==> src/rtl/result_readback_ctrl.sv <==
// Streams result BRAM words to a byte transmitter as a framed packet:
// 0xA5 header, each word LSB first, then an XOR checksum of the data bytes.
module result_readback_ctrl #(
  parameter int ADDR_WIDTH = 10,
  parameter int DATA_WIDTH = 32,
  parameter int OUT_SIZE   = 8
) (
  input  logic                  clk,
  input  logic                  rst,
  input  logic                  start,
  output logic                  busy,
  output logic                  done,
  output logic                  rd_en,
  output logic [ADDR_WIDTH-1:0] rd_addr,
  input  logic [DATA_WIDTH-1:0] rd_data,
  output logic [7:0]            tx_data,
  output logic                  tx_valid,
  input  logic                  tx_ready
);

  localparam int BYTES = DATA_WIDTH / 8;
  localparam int BW    = (BYTES > 1) ? $clog2(BYTES) : 1;

  localparam logic [ADDR_WIDTH-1:0] LAST_WORD =
    ADDR_WIDTH'(OUT_SIZE - 1);
  localparam logic [BW-1:0] LAST_BYTE = BW'(BYTES - 1);

  typedef enum logic [2:0] {
    S_IDLE,
    S_HDR,
    S_RD,
    S_WAIT,
    S_SEND,
    S_CSUM,
    S_FIN
  } state_e;

  state_e                state_q, state_d;
  logic [ADDR_WIDTH-1:0] wcnt_q, wcnt_d;
  logic [BW-1:0]         bcnt_q, bcnt_d;
  logic [DATA_WIDTH-1:0] word_q, word_d;
  logic [7:0]            csum_q, csum_d;

  always_ff @(posedge clk or negedge rst) begin
    if (!rst) begin
      state_q <= S_IDLE;
      wcnt_q  <= '0;
      bcnt_q  <= '0;
      word_q  <= '0;
      csum_q  <= '0;
    end else begin
      state_q <= state_d;
      wcnt_q  <= wcnt_d;
      bcnt_q  <= bcnt_d;
      word_q  <= word_d;
      csum_q  <= csum_d;
    end
  end

  assign rd_addr = wcnt_q;

  always_comb begin
    state_d  = state_q;
    wcnt_d   = wcnt_q;
    bcnt_d   = bcnt_q;
    word_d   = word_q;
    csum_d   = csum_q;
    busy     = 1'b0;
    done     = 1'b0;
    rd_en    = 1'b0;
    tx_data  = 8'h00;
    tx_valid = 1'b0;
    unique case (state_q)
      S_IDLE: begin
        if (start) begin
          state_d = S_HDR;
          wcnt_d  = '0;
          bcnt_d  = '0;
          csum_d  = '0;
        end
      end
      S_HDR: begin
        busy     = 1'b1;
        tx_valid = 1'b1;
        tx_data  = 8'hA5;
        if (tx_ready) state_d = S_RD;
      end
      S_RD: begin
        busy    = 1'b1;
        rd_en   = 1'b1;
        state_d = S_WAIT;
      end
      S_WAIT: begin
        busy    = 1'b1;
        word_d  = rd_data;
        bcnt_d  = '0;
        state_d = S_SEND;
      end
      S_SEND: begin
        busy     = 1'b1;
        tx_valid = 1'b1;
        tx_data  = word_q[7:0];
        if (tx_ready) begin
          csum_d = csum_q ^ word_q[7:0];
          word_d = word_q >> 8;
          if (bcnt_q == LAST_BYTE) begin
            bcnt_d = '0;
            // Hold the counter on the last word so it never wraps.
            if (wcnt_q == LAST_WORD) begin
              state_d = S_CSUM;
            end else begin
              wcnt_d  = wcnt_q + 1'b1;
              state_d = S_RD;
            end
          end else begin
            bcnt_d = bcnt_q + 1'b1;
          end
        end
      end
      S_CSUM: begin
        busy     = 1'b1;
        tx_valid = 1'b1;
        tx_data  = csum_q;
        if (tx_ready) state_d = S_FIN;
      end
      S_FIN: begin
        done    = 1'b1;
        state_d = S_IDLE;
      end
      default: state_d = S_IDLE;
    endcase
  end

endmodule
==> config.mk <==
export PLATFORM = sky130hd
export DESIGN_NAME = result_readback_ctrl
export DESIGN_NICKNAME = d
export VERILOG_FILES = /design/src/rtl/result_readback_ctrl.sv
export SDC_FILE = /design/constraint.sdc
export NUM_CORES = 1
export LEC_CHECK = 0
export BUFFER_PORTS_ARGS = -buffer_cell sky130_fd_sc_hd__clkbuf_2
export CAP_MARGIN = 40
export CORE_ASPECT_RATIO = 1.75
export CORE_MARGIN = 1.5
export CORE_UTILIZATION = 55
export CTS_CLUSTER_DIAMETER = 50
export CTS_CLUSTER_SIZE = 14
export DETAILED_ROUTE_END_ITERATION = 16
export PLACE_DENSITY = 0.89
export SYNTH_ARGS = -nofsm -noshare
export SYNTH_HDL_FRONTEND = slang
export SYNTH_SLANG_ARGS = --single-unit
==> constraint.sdc <==
create_clock -name clk -period 2.55 [get_ports clk]
set_input_delay 0.51 -clock clk [delete_from_list [all_inputs] [get_ports clk]]
set_output_delay 0.51 -clock clk [all_outputs]
set_load 0.02 [all_outputs]
**Word level (Yosys, flattened, before mapping)**

Cells that the tools add are included.

- Register bits: 55
- Bits in latches: 0
- Bits in writable memories: 0
- ROM bits: 0
- Input bits: 36
- Output and inout bits: 22
- Logic and storage cells: 59
- Memories: 0

- Add/subtract/negate cells: 2
- $mul: 0
- Div/mod/pow operators: 0
- Order comparisons: 0
- Equality and inequality tests: 14
- Shifts and indexed selects: 0
- Multiplexer cells: 26
- Bitwise logic cells: 1
- Reduce and logical (&&, ||, !) cells: 11

Operators with widths:

| cell | number |
|---|---|
| case mux 32 bit (2 select lines) | 1 |
| two-way mux 10 bit | 4 |
| two-way mux 32 bit | 1 |
| case mux 8 bit (3 select lines) | 1 |
| case mux 10 bit (2 select lines) | 1 |
| two-way mux 3 bit | 6 |
| case mux 3 bit (6 select lines) | 1 |
| two-way mux 8 bit | 2 |
| case mux 8 bit (2 select lines) | 1 |
| inequality test 2 bit (second input constant) | 6 |
| adder 10 x 1 -> 10 bit (second input constant) | 1 |
| == test 10 x 3 -> 1 bit (second input constant) | 1 |
| AND reduction 5 bit | 2 |
| == test 3 bit (second input constant) | 3 |
| bitwise XOR 8 bit | 1 |
| == test 3 x 2 -> 1 bit (second input constant) | 2 |
| two-way mux 2 bit | 3 |
| case mux 2 bit (3 select lines) | 1 |
| AND reduction 3 bit | 2 |
| OR reduction 5 bit | 1 |
| two-way mux 1 bit | 4 |
| nonzero test 2 bit | 2 |
| == test 3 x 1 -> 1 bit (second input constant) | 1 |
| zero test 3 bit | 1 |
| 5 further kinds | 5 |

**Depth between registers and ports, before layout**

Gate-level depths: netlist of the first run.

- Depth after elaboration: 5
- Gate-level depth with buffers: 7
- Depth with buffers taken out: 5

**Worst setup path before layout of the first run**

Ideal clock, no wire load.

- Path type: register to output
- From: register state_q[0]
- To: output port tx_data[5]
- Data arrival time: 1570 ps
- Data required time: 2040 ps
- Setup slack: 470 ps
- Cell stages (with the launch flop): 5
- Path buffers: 2
- Path through: dfrtp_1 clkbuf_1 clkbuf_1 a21oi_1 nor3_1

- Cells in the longest elaborated chain, start to end: 2
- Elaborated cells on any way between the ends: 4
- Classes of those cells: eq/ne (3); mux (1)

Ends and longest elaborated chain:

| item | RTL line | RTL |
|---|---|---|
| start: declaration | 38 | `state_e state_q, state_d;` |
| start signal: assignment | 52 | `state_q <= state_d;` |
| == test 3 bit / == test 3 x 1 -> 1 bit (equally long branches) | 73 | `unique case (state_q)` |
| case mux 8 bit (3 select lines) (*) | 73 |  |
| end: declaration | 16 | `output logic [7:0] tx_data,` |

Mark *: on every way between the ends. The rest lies on a longest branch, timed or not.

**Final worst setup path of the first run**

- From: register state_q[0]
- To: output port tx_data[0]

Same word-level chain as after synthesis.

==> qor.yml, run 1 <==
run_status:
  status: "complete, no violations"
sta:
  drv_slew: 0
  hold_violations: 0
  setup_viol: 0
  worstMarginPinSlew_ns: 0.673
  whs_ns: 0.304
  rsz0062_at_grt: "no"
  fin_skew_ns: 0.00376
  postLayoutSetupSlackWorst_ns: 0.231
  fin_crit_sh_pct: 91.0
  max_freq_ghz: 0.431
  tns_ns: 0
  relSlewSlack_pct: 55.2
  fin_crit_ns: 2.32
clock_tree:
  clock-root-buffer: "clkbuf_8"
  clk_latency_ns: 0.31
  cts_buffers: 5
  cts_tree: "done"
  tritoncts_num_sinks: 55
  clock_tree.buffer_depth: 2
  htree_levels: 2
  post_cts_buffers: 0
  ctsHoldBuffers: 0
  path_clk_slew_ns: 0.10
  post_cts_resized: 0
synth:
  synth.distinct_cells: 46
  syn_inst: 288
  synth_top_area_cell: "dfrtp_1"
  async_flop_share_pct: 100
  yosysSeqAreaShare_pct: 48.3
  ys.flop_type: "dfrtp_1"
  synth-edff-count: 0
  avgSynthCellArea_um2: 9.90
  synthesis.area_um2: 2850
  syn_nets: 326
  synth_area_leaders: "dfrtp_1 (48%), mux2i_1 (11%), o21ai_1 (6.7%)"
  ys_ff_latch: 55
  synth_warnings: 0
  synth_top_area_share_pct: 48.3
worst_setup_path:
  r2r_cells: 5
  slowest_delay_ns: 0.54
  critical_path_class: "register to output pin"
  cp.arrival_ns: 1.81
  timing.rr.start: "state_q[2]"
  r2r_slack_ns: 0.45
  cpMaxStageDelayCell: "dfrtp_1"
  worstPathMaxFanout: 16
  path_cells: "buf_4, nor2_1, nand2_1, a21oi_1, clkbuf_2"
  rr_endpoint: "rd_addr[7]"
  critPathLaunchType: "register"
  endpoint_kind: "output pin"
  cp.required_ns: 2.04
  path_delay_family: "flip-flops"
  critPathBufInv: 2
power_and_ir_drop:
  pwr_density_cell_nw_per_um2: 980
  p_leak_nw: 1.55
  irDropWorstVdd_mv: 0.636
worst_hold_path:
  hold_class: "input port to asynchronous set/reset pin"
global_routing:
  grt_max_degree: 57
  antenna_found_initial: 0
  grt_overflow: 0
  grt_pass1_vias: 2336
  grt_use_total_pct: 23.4
  grt_pass1_wl_um: 10400
finish:
  final_layout_size_suffix_gt1_share_pct: 22.3
  nets: 378
  syn2layout_area_growth_pct: 14.9
  diodes: 0
route:
  drt-total-wl_um: 6050
  drtIter0Drc: 168
  drc: 0
  via_per_inst: 6.09
  ant_nets: 0
  via_count: 2404
  post_drt_wl_per_cell_um: 15.3
  drt-pass1-iter-count: 5
placed_design:
  dp_hpwl_um: 4350
  dp_slack_ns: 0.497
  gp_congestion: 0.875
  port_buffers: 57
flow_run:
  max_cap_violations: 0
floorplanning:
  die_x_um: 57.4
  io_pins: 58
  start_util_pct: 57.3
  die_area_um2: 5640
  core_um2: 4980
  num_rows: 34
  die_y_um: 98.3
==> state kept, by name, indices dropped and copies added (netlist names) <==
register and flops:
state_q 3, csum_q 8, bcnt_q 2, word_q 32, rd_addr 10
==> power by group <==
group          leakage [nW]  internal (mW)  switching, mW
Clock                0.0418          0.198          0.292
Sequential            0.717           1.17          0.274
Combinational         0.788          0.560          0.720
==> Yosys cell counts, drive strengths merged (4+ instances only) <==
| cell | number |
|---|---|
| dfrtp | 55 |
| o21ai | 41 |
| nand2 | 34 |
| mux2i | 30 |
| nand2b | 18 |
| a22o | 17 |
| nor2 | 12 |
| clkbuf | 10 |
| buf | 9 |
| a21oi | 6 |
| nand3 | 5 |
| nor3 | 5 |
| and3 | 4 |
==> metrics by stage <==
| stage | util [%] | total power [mW] | instance area [um^2] | cells |
|---|---|---|---|---|
| finish | 65.8 | 3.21 | 3280 | 395 |
| global route | 65.8 | 3.46 | 3280 | 395 |
| CTS | 65.8 | 3.23 | 3280 | 395 |
| detailed placement | 64.1 | 2.74 | 3190 | 387 |
| global placement | 64.1 | 2.67 | 3190 | 387 |
| floorplan | - | 2.38 | 2850 | 288 |
==> metal layers <==
metal	track usage, %	wire length [um]
met2	40.3	3180
met1	28.0	2410
met4	10.6	174
met5	0	0
met3	3.84	281
==> placed cells by master (no fill, tap or decap), types with 7 or more instances in the layout <==
cell / count
o21ai_1: 38
nand2b_1: 18
nand2_1: 34
nor2_1: 12
buf_4: 7
mux2i_1: 30
dfrtp_1: 55
clkbuf_2: 57
a22o_1: 17
==> worst max-delay path by stage <==
stage / from / endpoint / cells past startpoint
floorplan: state_q[0] / tx_data[5] / 4
global placement: tx_ready / rd_addr[9] / 5
detailed placement: state_q[2] / rd_addr[7] / 5
CTS: state_q[0] / tx_data[0] / 5
global route: state_q[0] / tx_data[0] / 5
finish: state_q[0] / tx_data[0] / 5
==> layout make-up <==
class	instances	area [um^2]
fillers	415	1700
clock buffers	6	72.6
inverters	3	11.3
well taps	54	67.6
repair buffers	64	338
flip-flops and latches	55	1380
multi-input cells	211	1400
clock inverters	2	16.3
==> logic make-up after synthesis <==
group | count (synthesis) | share of synthesized area [%]
AOI/OAI and AO/OA | 80 | 18.6
muxes | 32 | 11.3
buffers and inverters | 22 | 3.38
DFF | 55 | 48.3
adders and majority gates | 2 | 0.877
and+or+nand+nor | 97 | 17.6
Power figures use the tool's default switching activity.
==> run 2: changes to the inputs <==
--- a/config.mk
+++ b/config.mk
@@ -5,6 +5,7 @@
 export SDC_FILE = /design/constraint.sdc
 export NUM_CORES = 1
 export LEC_CHECK = 0
+export ABC_AREA = 1
 export BUFFER_PORTS_ARGS = -buffer_cell sky130_fd_sc_hd__clkbuf_2
 export CAP_MARGIN = 40
 export CORE_ASPECT_RATIO = 1.75
==> run 2 against run 1 <==
  * Clock-buffer cell count is 1 lower
  * Utilization fell by 1.4 points
  * Flip-flop and latch count unchanged
  * Synthesized cell count up 29%
  * Non-clock buffer count grew 1
  * Via count up 9.2%
  * Critical path type unchanged
  * Worst hold slack lost 0.10 ns
  * Worst setup slack gained 0.18 ns
==> qor.yml, run 2 <==
synth:
  ys.flop_type: "dfrtp_1"
  ys_ff_latch: 55
  synth.distinct_cells: 25
  synthesis.area_um2: 2950
  synth-edff-count: 0
  yosysSeqAreaShare_pct: 46.7
  syn_nets: 409
  synth_warnings: 0
  synth_top_area_share_pct: 46.7
  async_flop_share_pct: 100
  synth_common_cells: "nand2_1 (85), dfrtp_1 (55), inv_1 (50)"
  avgSynthCellArea_um2: 7.95
  synth_top_area_cell: "dfrtp_1"
  synth_area_leaders: "dfrtp_1 (47%), nand2_1 (11%), o21ai_0 (7.6%)"
  syn_inst: 371
  synth.most_common_cell: "nand2_1"
finish:
  layout.cells.most_common_list: "nand2_1 (85), clkbuf_2 (57), dfrtp_1 (55)"
  utilization_pct: 64.4
  n_fill_cell: 457
  regMostFlops: "word_q"
  seq_area_um2: 1380
  nets: 463
  multiInputGateArea_um2: 1230
  diodes: 0
  final_common_cell: "nand2_1"
  largest_register_ffs: 32
  syn2layout_area_growth_pct: 13.9
  final_layout_size_suffix_gt1_share_pct: 19.2
route:
  drt-pass1-iter-count: 4
  drc: 0
  drtIter0Drc: 116
  ant_nets: 0
  post_drt_wl_per_cell_um: 12.9
  via_count: 2624
  via_per_inst: 5.46
  drt-total-wl_um: 6180
worst_setup_path:
  cp.arrival_ns: 1.63
  worstPathMaxFanout: 21
  critPathBufInv: 2
  endpoint_kind: "output pin"
  cp.required_ns: 2.04
  cpMaxStageDelayCell: "dfrtp_1"
  slowest_delay_ns: 0.47
  critical_path_class: "register to output pin"
  path_delay_family: "flip-flops"
  critPathLaunchType: "register"
  path_cells: "nor2_4, nand2_4, buf_4, o21ai_0, clkbuf_2"
clock_tree:
  clock-root-buffer: "clkbuf_8"
  tritoncts_num_sinks: 55
  htree_levels: 2
  cts_tree: "done"
  post_cts_resized: 0
  path_clk_slew_ns: 0.11
  clk_latency_ns: 0.32
  post_cts_buffers: 0
  clock_tree.buffer_depth: 2
  cts_buffers: 5
  ctsHoldBuffers: 0
global_routing:
  grt_pass1_wl_um: 11000
  grt_use_total_pct: 23.7
  grt_pass1_vias: 2640
  antenna_found_initial: 0
  grt_max_degree: 49
  grt_overflow: 0
placed_design:
  port_buffers: 57
  dp_hpwl_um: 4490
  dp_slack_ns: 0.755
  gp_congestion: 0.817
flow_run:
  max_cap_violations: 0
floorplanning:
  die_area_um2: 5820
  num_rows: 35
  die_x_um: 58.3
  start_util_pct: 56.6
  core_um2: 5210
  die_y_um: 99.8
  io_pins: 58
power_and_ir_drop:
  p_leak_nw: 1.68
  pwr_density_cell_nw_per_um2: 964
  irDropWorstVdd_mv: 0.545
sta:
  fin_crit_ns: 2.14
  max_freq_ghz: 0.468
  worstMarginPinSlew_ns: 0.655
  rsz0062_at_grt: "no"
  setup_viol: 0
  fin_skew_ns: 0.0127
  hold_violations: 0
  postLayoutSetupSlackWorst_ns: 0.414
  fin_crit_sh_pct: 83.8
  drv_slew: 0
  relSlewSlack_pct: 56.3
  tns_ns: 0
worst_hold_path:
  hold_class: "input port to asynchronous set/reset pin"
run_status:
  status: "complete, no violations"
[run 2: path summary, 6_finish.rpt]
path	from	to	slack, ns	cells past startpoint
worst max-delay path	state_q[0]	tx_data[5]	0.41	5
max in group asynchronous	rst	word_q[26]	1.75	2
worst max register to register	state_q[0]	rd_addr[4]	0.76	8
worst min-delay path	rst	rd_addr[7]	0.20	1
worst min register to register	word_q[29]	word_q[29]	0.53	2
min in group clk	rd_data[29]	word_q[29]	0.43	3
[run 2: layout make-up]
cell class / instances / share of cell area (%)
clock buffer: 5 / 2.05
clock inverter: 3 / 0.931
inverter: 52 / 5.81
multi-input combinational: 246 / 36.6
sequential: 55 / 41.0
tap: 55 / 2.05
timing repair buffer: 65 / 11.6
[run 2: worst reg2reg max path, delay by kind of cell, from the launching register on]
family,cells,cell delay (ns)
flip-flops,1,0.47
buffers and inverters,2,0.41
AND/OR/NAND/NOR,5,0.75
AO/OA/AOI/OAI,1,0.08
[run 2: cells by family (layout without fill, tap and decap cells)]
family	Yosys count	after routing	share of synthesized area [%]
adder cells (fa/ha/maj)	2	2	0.849
buffers and inverters	70	125	11.7
flip-flops	55	55	46.7
AO/OA/AOI/OAI	91	91	18.2
XOR/XNOR	1	1	0.297
AND/OR/NAND/NOR	152	152	22.3
[run 2: layer usage]
| metal | vias to the layer above | GRT usage (%) | wire length, um |
|---|---|---|---|
| met3 | 12 | 2.96 | 250 |
| met2 | 69 | 40.1 | 3240 |
| met4 | 0 | 11.4 | 143 |
| met5 | - | 0 | 0 |
| met1 | 1217 | 29.2 | 2550 |
| li1 | 1326 | - | - |
[run 2: report_power, final]
part	switching [mW]	leakage (nW)	total (mW)	internal (mW)
clock	0.319	0.0522	0.529	0.210
sequential	0.179	0.709	1.37	1.19
combinational	0.874	0.917	1.34	0.466
total	1.37	1.68	3.24	1.87
[run 2: per-stage QoR]
stage          total power, mW  instance area (um^2)  instances  hold WS (ns)
2_1_floorplan             2.39                  2950        371         0.214
3_5_place_dp              2.73                  3260        473         0.505
6_report                  3.24                  3360        481         0.205
5_1_grt                   3.51                  3360        481         0.268
3_3_place_gp              2.62                  3230        472         0.497
4_1_cts                   3.26                  3360        481         0.232
